===== src/rtl/tck_sched_pkg.sv =====
// Shared types and helpers for the TCK tick-burst scheduler.
// Holds the burst FSM states, the default widths and the tap-select range check.
package tck_sched_pkg;

    localparam int unsigned TAP_W_DEF = 14;
    localparam int unsigned SEL_W_DEF = 4;
    localparam int unsigned LEN_W_DEF = 16;

    typedef enum logic [1:0] {
        StIdle,
        StArm,
        StRun,
        StDone
    } state_e;

    // A tap index is usable only if it addresses an existing prescaler bit.
    function automatic logic sel_valid(input int unsigned sel, input int unsigned tap_w);
        return sel < tap_w;
    endfunction

endpackage


===== src/rtl/tap_edge_det.sv =====
// Rising-edge detector on one selectable bit of the prescaler count vector.
// While rearm is high the history is loaded but no edge is reported.
module tap_edge_det
    import tck_sched_pkg::*;
#(
    parameter int unsigned TAP_W = TAP_W_DEF,
    parameter int unsigned SEL_W = SEL_W_DEF
) (
    input  logic             clk,
    input  logic             reset_n,
    input  logic [TAP_W-1:0] tap_in,
    input  logic [SEL_W-1:0] sel,
    input  logic             en,
    input  logic             rearm,
    output logic             rise
);

    logic tap_bit;
    logic tap_prev;

    always_comb begin
        tap_bit = 1'b0;
        for (int i = 0; i < TAP_W; i++) begin
            if (sel == SEL_W'(i)) begin
                tap_bit = tap_in[i];
            end
        end
    end

    always_ff @(posedge clk or negedge reset_n) begin
        if (!reset_n) begin
            tap_prev <= 1'b0;
        end else if (en) begin
            tap_prev <= tap_bit;
        end
    end

    assign rise = en & ~rearm & tap_bit & ~tap_prev;

endmodule


===== src/rtl/tck_sched.sv =====
// Emits a software-sized burst of single-cycle TCK enable ticks, one per
// rising edge of a selected prescaler tap, then pulses done.
module tck_sched
    import tck_sched_pkg::*;
#(
    parameter int unsigned TAP_W = TAP_W_DEF,
    parameter int unsigned SEL_W = SEL_W_DEF,
    parameter int unsigned LEN_W = LEN_W_DEF
) (
    input  logic             clk,
    input  logic             reset_n,
    input  logic [TAP_W-1:0] tap_in,
    input  logic [SEL_W-1:0] cfg_sel,
    input  logic [LEN_W-1:0] cfg_len,
    input  logic             cfg_valid,
    output logic             cfg_ready,
    output logic             cfg_err,
    input  logic             start,
    input  logic             stop,
    output logic             tick,
    output logic             busy,
    output logic             done,
    output logic             aborted,
    output logic [LEN_W-1:0] remaining
);

    state_e           state_q;
    logic [SEL_W-1:0] sel_q;
    logic [LEN_W-1:0] len_q;

    logic             cfg_hs;
    logic             cfg_ok;
    logic [LEN_W-1:0] eff_len;
    logic             det_en;
    logic             det_rearm;
    logic             rise;

    assign cfg_hs    = cfg_valid & cfg_ready;
    assign cfg_ok    = sel_valid(32'(cfg_sel), TAP_W);
    // A start in the same cycle as an accepted config uses the new length.
    assign eff_len   = (cfg_hs && cfg_ok) ? cfg_len : len_q;
    assign det_en    = (state_q == StArm) || (state_q == StRun);
    assign det_rearm = (state_q == StArm);

    tap_edge_det #(
        .TAP_W (TAP_W),
        .SEL_W (SEL_W)
    ) u_tap_edge_det (
        .clk     (clk),
        .reset_n (reset_n),
        .tap_in  (tap_in),
        .sel     (sel_q),
        .en      (det_en),
        .rearm   (det_rearm),
        .rise    (rise)
    );

    always_ff @(posedge clk or negedge reset_n) begin
        if (!reset_n) begin
            state_q   <= StIdle;
            sel_q     <= '0;
            len_q     <= '0;
            remaining <= '0;
            tick      <= 1'b0;
            busy      <= 1'b0;
            done      <= 1'b0;
            aborted   <= 1'b0;
            cfg_err   <= 1'b0;
            cfg_ready <= 1'b1;
        end else begin
            tick    <= 1'b0;
            done    <= 1'b0;
            aborted <= 1'b0;
            cfg_err <= 1'b0;

            if (cfg_hs) begin
                if (cfg_ok) begin
                    sel_q <= cfg_sel;
                    len_q <= cfg_len;
                end else begin
                    cfg_err <= 1'b1;
                end
            end

            unique case (state_q)
                StIdle: begin
                    if (start) begin
                        if (eff_len == '0) begin
                            done <= 1'b1;
                        end else begin
                            remaining <= eff_len;
                            busy      <= 1'b1;
                            cfg_ready <= 1'b0;
                            state_q   <= StArm;
                        end
                    end
                end
                StArm: begin
                    if (stop) begin
                        aborted   <= 1'b1;
                        busy      <= 1'b0;
                        cfg_ready <= 1'b1;
                        state_q   <= StIdle;
                    end else begin
                        state_q <= StRun;
                    end
                end
                StRun: begin
                    // stop wins over a coincident edge: no tick, no decrement.
                    if (stop) begin
                        aborted   <= 1'b1;
                        busy      <= 1'b0;
                        cfg_ready <= 1'b1;
                        state_q   <= StIdle;
                    end else if (rise && (remaining != '0)) begin
                        tick      <= 1'b1;
                        remaining <= remaining - LEN_W'(1);
                        if (remaining == LEN_W'(1)) begin
                            state_q <= StDone;
                        end
                    end
                end
                StDone: begin
                    done      <= 1'b1;
                    busy      <= 1'b0;
                    cfg_ready <= 1'b1;
                    state_q   <= StIdle;
                end
                default: begin
                    state_q <= StIdle;
                end
            endcase
        end
    end

endmodule


===== config.mk =====
export PLATFORM = sky130hd
export DESIGN_NAME = tck_sched
export DESIGN_NICKNAME = d
export VERILOG_FILES = /design/src/rtl/tck_sched_pkg.sv /design/src/rtl/tap_edge_det.sv /design/src/rtl/tck_sched.sv
export SDC_FILE = /design/constraint.sdc
export NUM_CORES = 1
export LEC_CHECK = 0
export BUFFER_PORTS_ARGS = -buffer_cell sky130_fd_sc_hd__buf_4
export CAP_MARGIN = 10
export CORE_MARGIN = 8
export CORE_UTILIZATION = 54
export DETAILED_ROUTE_END_ITERATION = 10
export PLACE_DENSITY = 0.79
export SETUP_SLACK_MARGIN = 0.05
export SLEW_MARGIN = 15
export SYNTH_ARGS = -nofsm -noshare
export SYNTH_HDL_FRONTEND = slang
export SYNTH_SLANG_ARGS = --single-unit

===== constraint.sdc =====
create_clock -name clk -period 2.57 [get_ports clk]
set_clock_uncertainty 0.05 [all_clocks]
set_input_delay 0.3855 -clock clk [delete_from_list [all_inputs] [get_ports clk]]
set_output_delay 0.3855 -clock clk [all_outputs]
set_load 0.01 [all_outputs]

==> results.md, run 1 <==
* Cell Area, Synth at 2600 sq um
* DRT iter0 DRCs at 116
* Largest stage delay, worst path at 0.43 ns
* Highest Clock Rate at 415 MHz
* Post-synth EDFFs at 0
* Detail Route Antenna Nets at 0
* CP startpoint kind: flip-flop
* Die Y at 85.4 um
* Reg clk slew, reported paths at 0.10 ns
* # IOs at 61
* Final Critical Period at 2.41 ns
* CTS max path bufs at 2
* WL final at 7.39 mm
* #FFs+latches synth at 45
* Worst-margin pin slew at 0.573 ns
* Detailed placement HPWL at 5.50 mm
* Tot Pwr at 4.01 mW
* Num rows at 25
* Post-Syn Instances at 257
* Drc violations at 0
* Syn Nets at 304
* Post-synth ARST share at 100%
* Yosys warnings at 0
* Critical path's slowest cell: dfrtp_1
* Core area at 4690 sq um
* CTS root buf: clkbuf_8
* Final setup margin at 0.162 ns
* Die X at 85.4 um
* Crit. End Element: flip-flop
* DIE AREA at 7290 sq um
* Vias in the first global route at 2382
* Gr usage total at 21.1%
* Cell accounting for the most synthesized area: dfrtp_1
* Inst Count DP at 366
* Htree depth at 2
* Worst Path Max Fanout at 4
* Top-area cell type share of the netlist area at 42.4%
* Post-DR vias/cell at 6.18
* Max-slew headroom at 61.8%
* Pre-CTS WS at -0.101 ns
* Grt ovf at 0
* Total number of vias at 2319
* Non-filler cells, final at 375
* Ys flop type: dfrtp_1
* TritonCTS Buffers at 5
* Hold Path Class: in -> async
* Max cap viols at 0
* Cell leakage power at 1.40 nW
* First-pass iteration count of the detailed router at 4
* Buffers on Ports at 60
* CTS Sinks at 45
* Syn_area_per_cell at 10.1 sq um
* WL per Instance at 19.7 um
* Largest net degree at the start of global routing at 46
* Max VDD drop at 0.804 mV
* Fill cells at 378
* RSZ-0062 raised after global routing: no
* Fin. Hold Viols at 0
* Sequential fraction of the synthesis area at 43.4%
* Total power divided by cell area at 1230 nW/um^2
* First-pass GRT wire length at 12.2 mm
* Commonest non-fill, non-tap cell in the layout: buf_4
* Initial antenna violation count at 0
* Critical path class: reg -> reg
* Commonest cells after routing, fill and taps aside: buf_4 (71), dfrtp_1 (44), nor2_1 (20)
* Main area contributors after synthesis: dfrtp_1 (42%), mux2_2 (8.2%), o221a_1 (3.9%)
* Syn-to-layout area delta at 25.9%
* Synth unique cells at 51
* Arr. time, crit path at 2.57 ns
* Final setup vio count at 0
* RD Place Congestion at 0.890
* Layout cells sized above 1 at 37.4%
* Slew Viols, Final at 0
* Ant. Diodes at 0
* # nets final at 367
* Initial Util at 55.4%
* CTS tree: yes
* Worst skew pair latency at 0.31 ns
* Crit-path cells: inv_2 > ha_4 > or3b_4 > or3_4 > nor3_4 > nor3b_2 > and4_1 > a21oi_1 > o221a_2
* Status: complete, no violations
* Final cycle utilization of the critical path at 93.7%
* Worst EP required at 2.73 ns
[routing by layer]
layer,global-route usage [%],vias up,wire [um]
li1,-,1089,-
met5,0,-,0
met1,26.7,1124,3160
met4,8.44,0,105
met3,6.95,9,598
met2,32.5,97,3520
[worst max-delay path: cells and delay by family, from the launching register on]
kind	cells	cell delay [ns]
compound gates	2	0.21
fa+ha+maj	1	0.15
buf+inv	1	0.11
flops	1	0.43
simple gates	5	1.38
[report_power, final]
| part | switching (mW) | total (mW) | internal, mW | leakage, nW |
|---|---|---|---|---|
| Sequential | 0.331 | 1.40 | 1.07 | 0.528 |
| Combinational | 1.13 | 2.15 | 1.01 | 0.831 |
| Clock | 0.271 | 0.468 | 0.197 | 0.0447 |
| Total | 1.74 | 4.01 | 2.28 | 1.40 |
[logic make-up after synthesis]
kind of cell / share of synthesized area (%)
AO/OA/AOI/OAI: 16.1
adder cells (fa/ha/maj): 3.85
AND/OR/NAND/NOR: 21.4
multiplexers: 10.5
flip-flops: 43.4
buffers and inverters: 4.62
[worst paths after layout]
kind	from	to	slack [ns]	cells after the start
max reg2reg	remaining[0]$_DFFE_PN0P_	remaining[14]$_DFFE_PN0P_	0.16	9
max in group asynchronous	reset_n	state_q[0]$_DFFE_PN0P_	2.06	1
min	reset_n	len_q[4]$_DFFE_PN0P_	0.02	1
max	remaining[0]$_DFFE_PN0P_	remaining[14]$_DFFE_PN0P_	0.16	9
min reg2reg	busy$_DFFE_PN0P_	busy$_DFFE_PN0P_	0.48	1
min in group clk	stop	aborted$_DFF_PN0_	0.25	2
[through the flow]
stage / hold slack (ns) / setup TNS (ns) / cell area, sq um / util [%]
final: 0.0166 / 0 / 3270 / 69.7
after global routing: 0.0576 / 0 / 3270 / 69.7
after CTS: 0.0350 / 0 / 3200 / 68.3
after detailed placement: 0.374 / -0.822 / 3110 / 66.2
after global placement: 0.368 / 0 / 3110 / 66.2
after floorplan: 0.0399 / 0 / 2600 / -
[flip-flops by register name (all words and copies together) (netlist names)]
register,flops
len_q,16
sel_q,4
u_tap_edge_det.tap_prev,1
state_q,2
done,1
cfg_ready,1
cfg_err,1
tick,1
remaining,16
aborted,1
busy,1
[synthesized netlist by cell type (all sizes together), types with 5 or more instances]
cell type and n:
nor3 15, a31oi 7, mux2i 6, ha 8, inv 10, o221a 10, mux2 19, nand2 17
buf 11, a21oi 10, nand3 5, nor4 6, o21ai 6, o22ai 5, dfrtp 44, nor2 21
nor3b 8, and3 7
[area by class of cell]
cell class,count,area [sq um],area share [%]
multi-input cells,187,1410,43.1
flip-flops and latches,45,1130,34.5
repair buffers,71,533,16.3
clock buffers,5,68.8,2.10
well taps,54,67.6,2.07
inverters,10,37.5,1.15
clock inverters,3,25.0,0.765
[timing repair]
item / CTS / global route
endpoints found under the setup margin: 11 / 16
gates resized for setup: 1 / 12
endpoints found under the hold margin: 0 / 0
hold buffers: 0 / 0
setup buffers: 0 / 1
Power figures use the tool's default switching activity.
==> run 2: changes to the inputs <==
BUFFER_PORTS_ARGS = -buffer_cell sky130_fd_sc_hd__buf_2   (was -buffer_cell sky130_fd_sc_hd__buf_4)
==> results.md, run 2 (synthesis results as in run 1) <==
* Worst skew pair latency at 0.31 ns (about the same)
* Final cycle utilization of the critical path at 95.8% (was 93.7%)
* DIE AREA at 7290 sq um (unchanged)
* RSZ-0062 raised after global routing: no (unchanged)
* TritonCTS Buffers at 5 (unchanged)
* Area occupied by registers at 1130 sq um (unchanged)
* Worst-margin pin slew at 0.997 ns (was 0.573 ns)
* Ant. Diodes at 0 (unchanged)
* Area of the multi-input gates at 1400 sq um (was 1410 sq um)
* Crit-path cells: inv_2 > ha_2 > or3b_4 > or3_4 > nor3_4 > nor3b_4 > and4_1 > a21oi_1 > o221a_2 (was inv_2 > ha_4 > or3b_4 > or3_4 > nor3_4 > nor3b_2 > and4_1 > a21oi_1 > o221a_2)
* Total number of vias at 2367 (was 2319)
* Reg2Reg Capture Point: remaining[14]$_DFFE_PN0P_ (unchanged)
* Core area at 4690 sq um (unchanged)
* Commonest non-fill, non-tap cell in the layout: buf_2 (was buf_4)
* Crit. End Element: flip-flop (unchanged)
* Final Critical Period at 2.46 ns (was 2.41 ns)
* Cell leakage power at 1.38 nW (was 1.40 nW)
* Initial antenna violation count at 0 (unchanged)
* Arr. time, crit path at 2.61 ns (was 2.57 ns)
* Worst EP required at 2.71 ns (was 2.73 ns)
* Htree depth at 2 (unchanged)
* Critical path class: reg -> reg (unchanged)
* CTS max path bufs at 2 (unchanged)
* CTS Sinks at 45 (unchanged)
* Final setup margin at 0.108 ns (was 0.162 ns)
* R2r setup slk at 0.11 ns (was 0.16 ns)
* Detail Route Antenna Nets at 0 (unchanged)
* Initial Util at 55.4% (unchanged)
* Max VDD drop at 0.565 mV (was 0.804 mV)
* Status: complete, no violations (unchanged)
* Setup TNS Final at 0 ns (unchanged)
* WL final at 7.04 mm (was 7.39 mm)
* Fin. Hold Viols at 0 (unchanged)
* First-pass GRT wire length at 11.5 mm (was 12.2 mm)
* WL per Instance at 18.8 um (was 19.7 um)
* Post-DR vias/cell at 6.31 (was 6.18)
* Hold Path Class: in -> async (unchanged)
* Layout cells sized above 1 at 37.1% (was 37.4%)
* # IOs at 61 (unchanged)
* Highest Clock Rate at 406 MHz (was 415 MHz)
* Drc violations at 0 (unchanged)
* Slew Viols, Final at 0 (unchanged)
* Total power divided by cell area at 1290 nW/um^2 (was 1230 nW/um^2)
* Largest net degree at the start of global routing at 46 (unchanged)
* Critical path's slowest cell: dfrtp_1 (unchanged)
* Largest registers: len_q: 16 flops, remaining: 16 flops, sel_q: 4 flops (unchanged)
* Reg2reg start: remaining[0]$_DFFE_PN0P_ (unchanged)
* Detailed placement HPWL at 5.09 mm (was 5.50 mm)
* Reg clk slew, reported paths at 0.09 ns (was 0.10 ns)
* # nets final at 367 (unchanged)
* Hold Buf Count CTS at 0 (unchanged)
* CTS root buf: clkbuf_8 (unchanged)
* RD Place Congestion at 0.869 (was 0.890)
* Worst Path Max Fanout at 4 (unchanged)
* Gr usage total at 19.6% (was 21.1%)
* CP startpoint kind: flip-flop (unchanged)
* Grt ovf at 0 (unchanged)
* Commonest cells after routing, fill and taps aside: buf_2 (60), dfrtp_1 (44), nor2_1 (20) (was buf_4 (71), dfrtp_1 (44), nor2_1 (20))
* Buffers on Ports at 60 (unchanged)
* CTS tree: yes (unchanged)
* Die Y at 85.4 um (unchanged)
* Pre-CTS WS at -0.233 ns (was -0.101 ns)
* Final setup vio count at 0 (unchanged)
* First-pass iteration count of the detailed router at 4 (unchanged)
* Crit path max-delay family: simple AND/OR/NAND/NOR gates (unchanged)
* Num rows at 25 (unchanged)
* Reg2Reg Depth at 9 (unchanged)
* Largest stage delay, worst path at 0.43 ns (about the same)
* Fill cells at 383 (was 378)
* Crit path buffers/inverters at 1 (unchanged)
* Max-slew headroom at 33.5% (was 61.8%)
* Vias in the first global route at 2256 (was 2382)
* Max cap viols at 0 (unchanged)
* Die X at 85.4 um (unchanged)
* DRT iter0 DRCs at 164 (was 116)
* Syn-to-layout area delta at 21.4% (was 25.9%)
## run 2: cell count changes in the layout (fill, tap and decap cells not counted), sizes merged
cell,before,now
bufinv,0,2
clkinvlp,1,0
clkinv,1,0
## run 2: worst max path at each step
stage                              from  depth (start not counted)                         to  slack (ns)
6_report       remaining[0]$_DFFE_PN0P_                          9  remaining[14]$_DFFE_PN0P_        0.11
5_1_grt        remaining[0]$_DFFE_PN0P_                          9  remaining[14]$_DFFE_PN0P_        0.04
4_1_cts          state_q[1]$_DFFE_PN0P_                          8  remaining[14]$_DFFE_PN0P_        0.06
3_5_place_dp     state_q[1]$_DFFE_PN0P_                          8  remaining[14]$_DFFE_PN0P_       -0.23
3_3_place_gp     state_q[0]$_DFFE_PN0P_                          8  remaining[14]$_DFFE_PN0P_       -0.14
2_1_floorplan  remaining[0]$_DFFE_PN0P_                          9  remaining[14]$_DFFE_PN0P_        0.27
## run 2: power by group
| group | switching (mW) | total, mW | internal, mW | leakage, nW |
|---|---|---|---|---|
| clock | 0.259 | 0.651 | 0.391 | 0.0687 |
| sequential | 0.321 | 1.39 | 1.07 | 0.528 |
| combinational | 1.11 | 2.02 | 0.905 | 0.783 |
## run 2: cell type report
type	instances	share of cell area, %
multi-input combinational	187	44.4
tap	54	2.14
sequential	45	35.8
timing repair buffer	71	12.1
clock buffer	5	2.18
clock inverter	3	2.18
inverter	10	1.19
## run 2: what timing repair did
| action | 4_1_cts | 5_1_grt |
|---|---|---|
| endpoints found under the setup margin | 12 | 15 |
| gates resized for setup | 1 | 11 |
| setup buffers | 0 | 2 |
## run 2: worst reg2reg max path: cells and delay by family, from the launching register on
family | cells | cell delay [ns]
AOI/OAI and AO/OA | 2 | 0.21
adders and majority gates | 1 | 0.19
buffers and inverters | 1 | 0.08
DFF | 1 | 0.43
and+or+nand+nor | 5 | 1.40
## run 2: layer usage
metal / track usage, % / part of all wire [%] / wire [um]
met3: 5.69 / 10 / 723
met5: 0 / 0 / 0
met4: 5.73 / 1.4 / 97
met1: 25.9 / 43 / 3020
met2: 30.3 / 46 / 3210
## run 2: through the flow
step / cells / instance area, sq um / total power, mW / utilization, % / hold WS (ns)
floorplan: 257 / 2600 / 2.71 / - / 0.0399
detailed placement: 365 / 2950 / 3.30 / 62.9 / 0.446
global route: 375 / 3150 / 4.33 / 67.2 / 0.268
global placement: 365 / 2950 / 3.24 / 62.9 / 0.440
CTS: 373 / 3090 / 3.95 / 65.9 / 0.221
finish: 375 / 3150 / 4.06 / 67.2 / 0.182
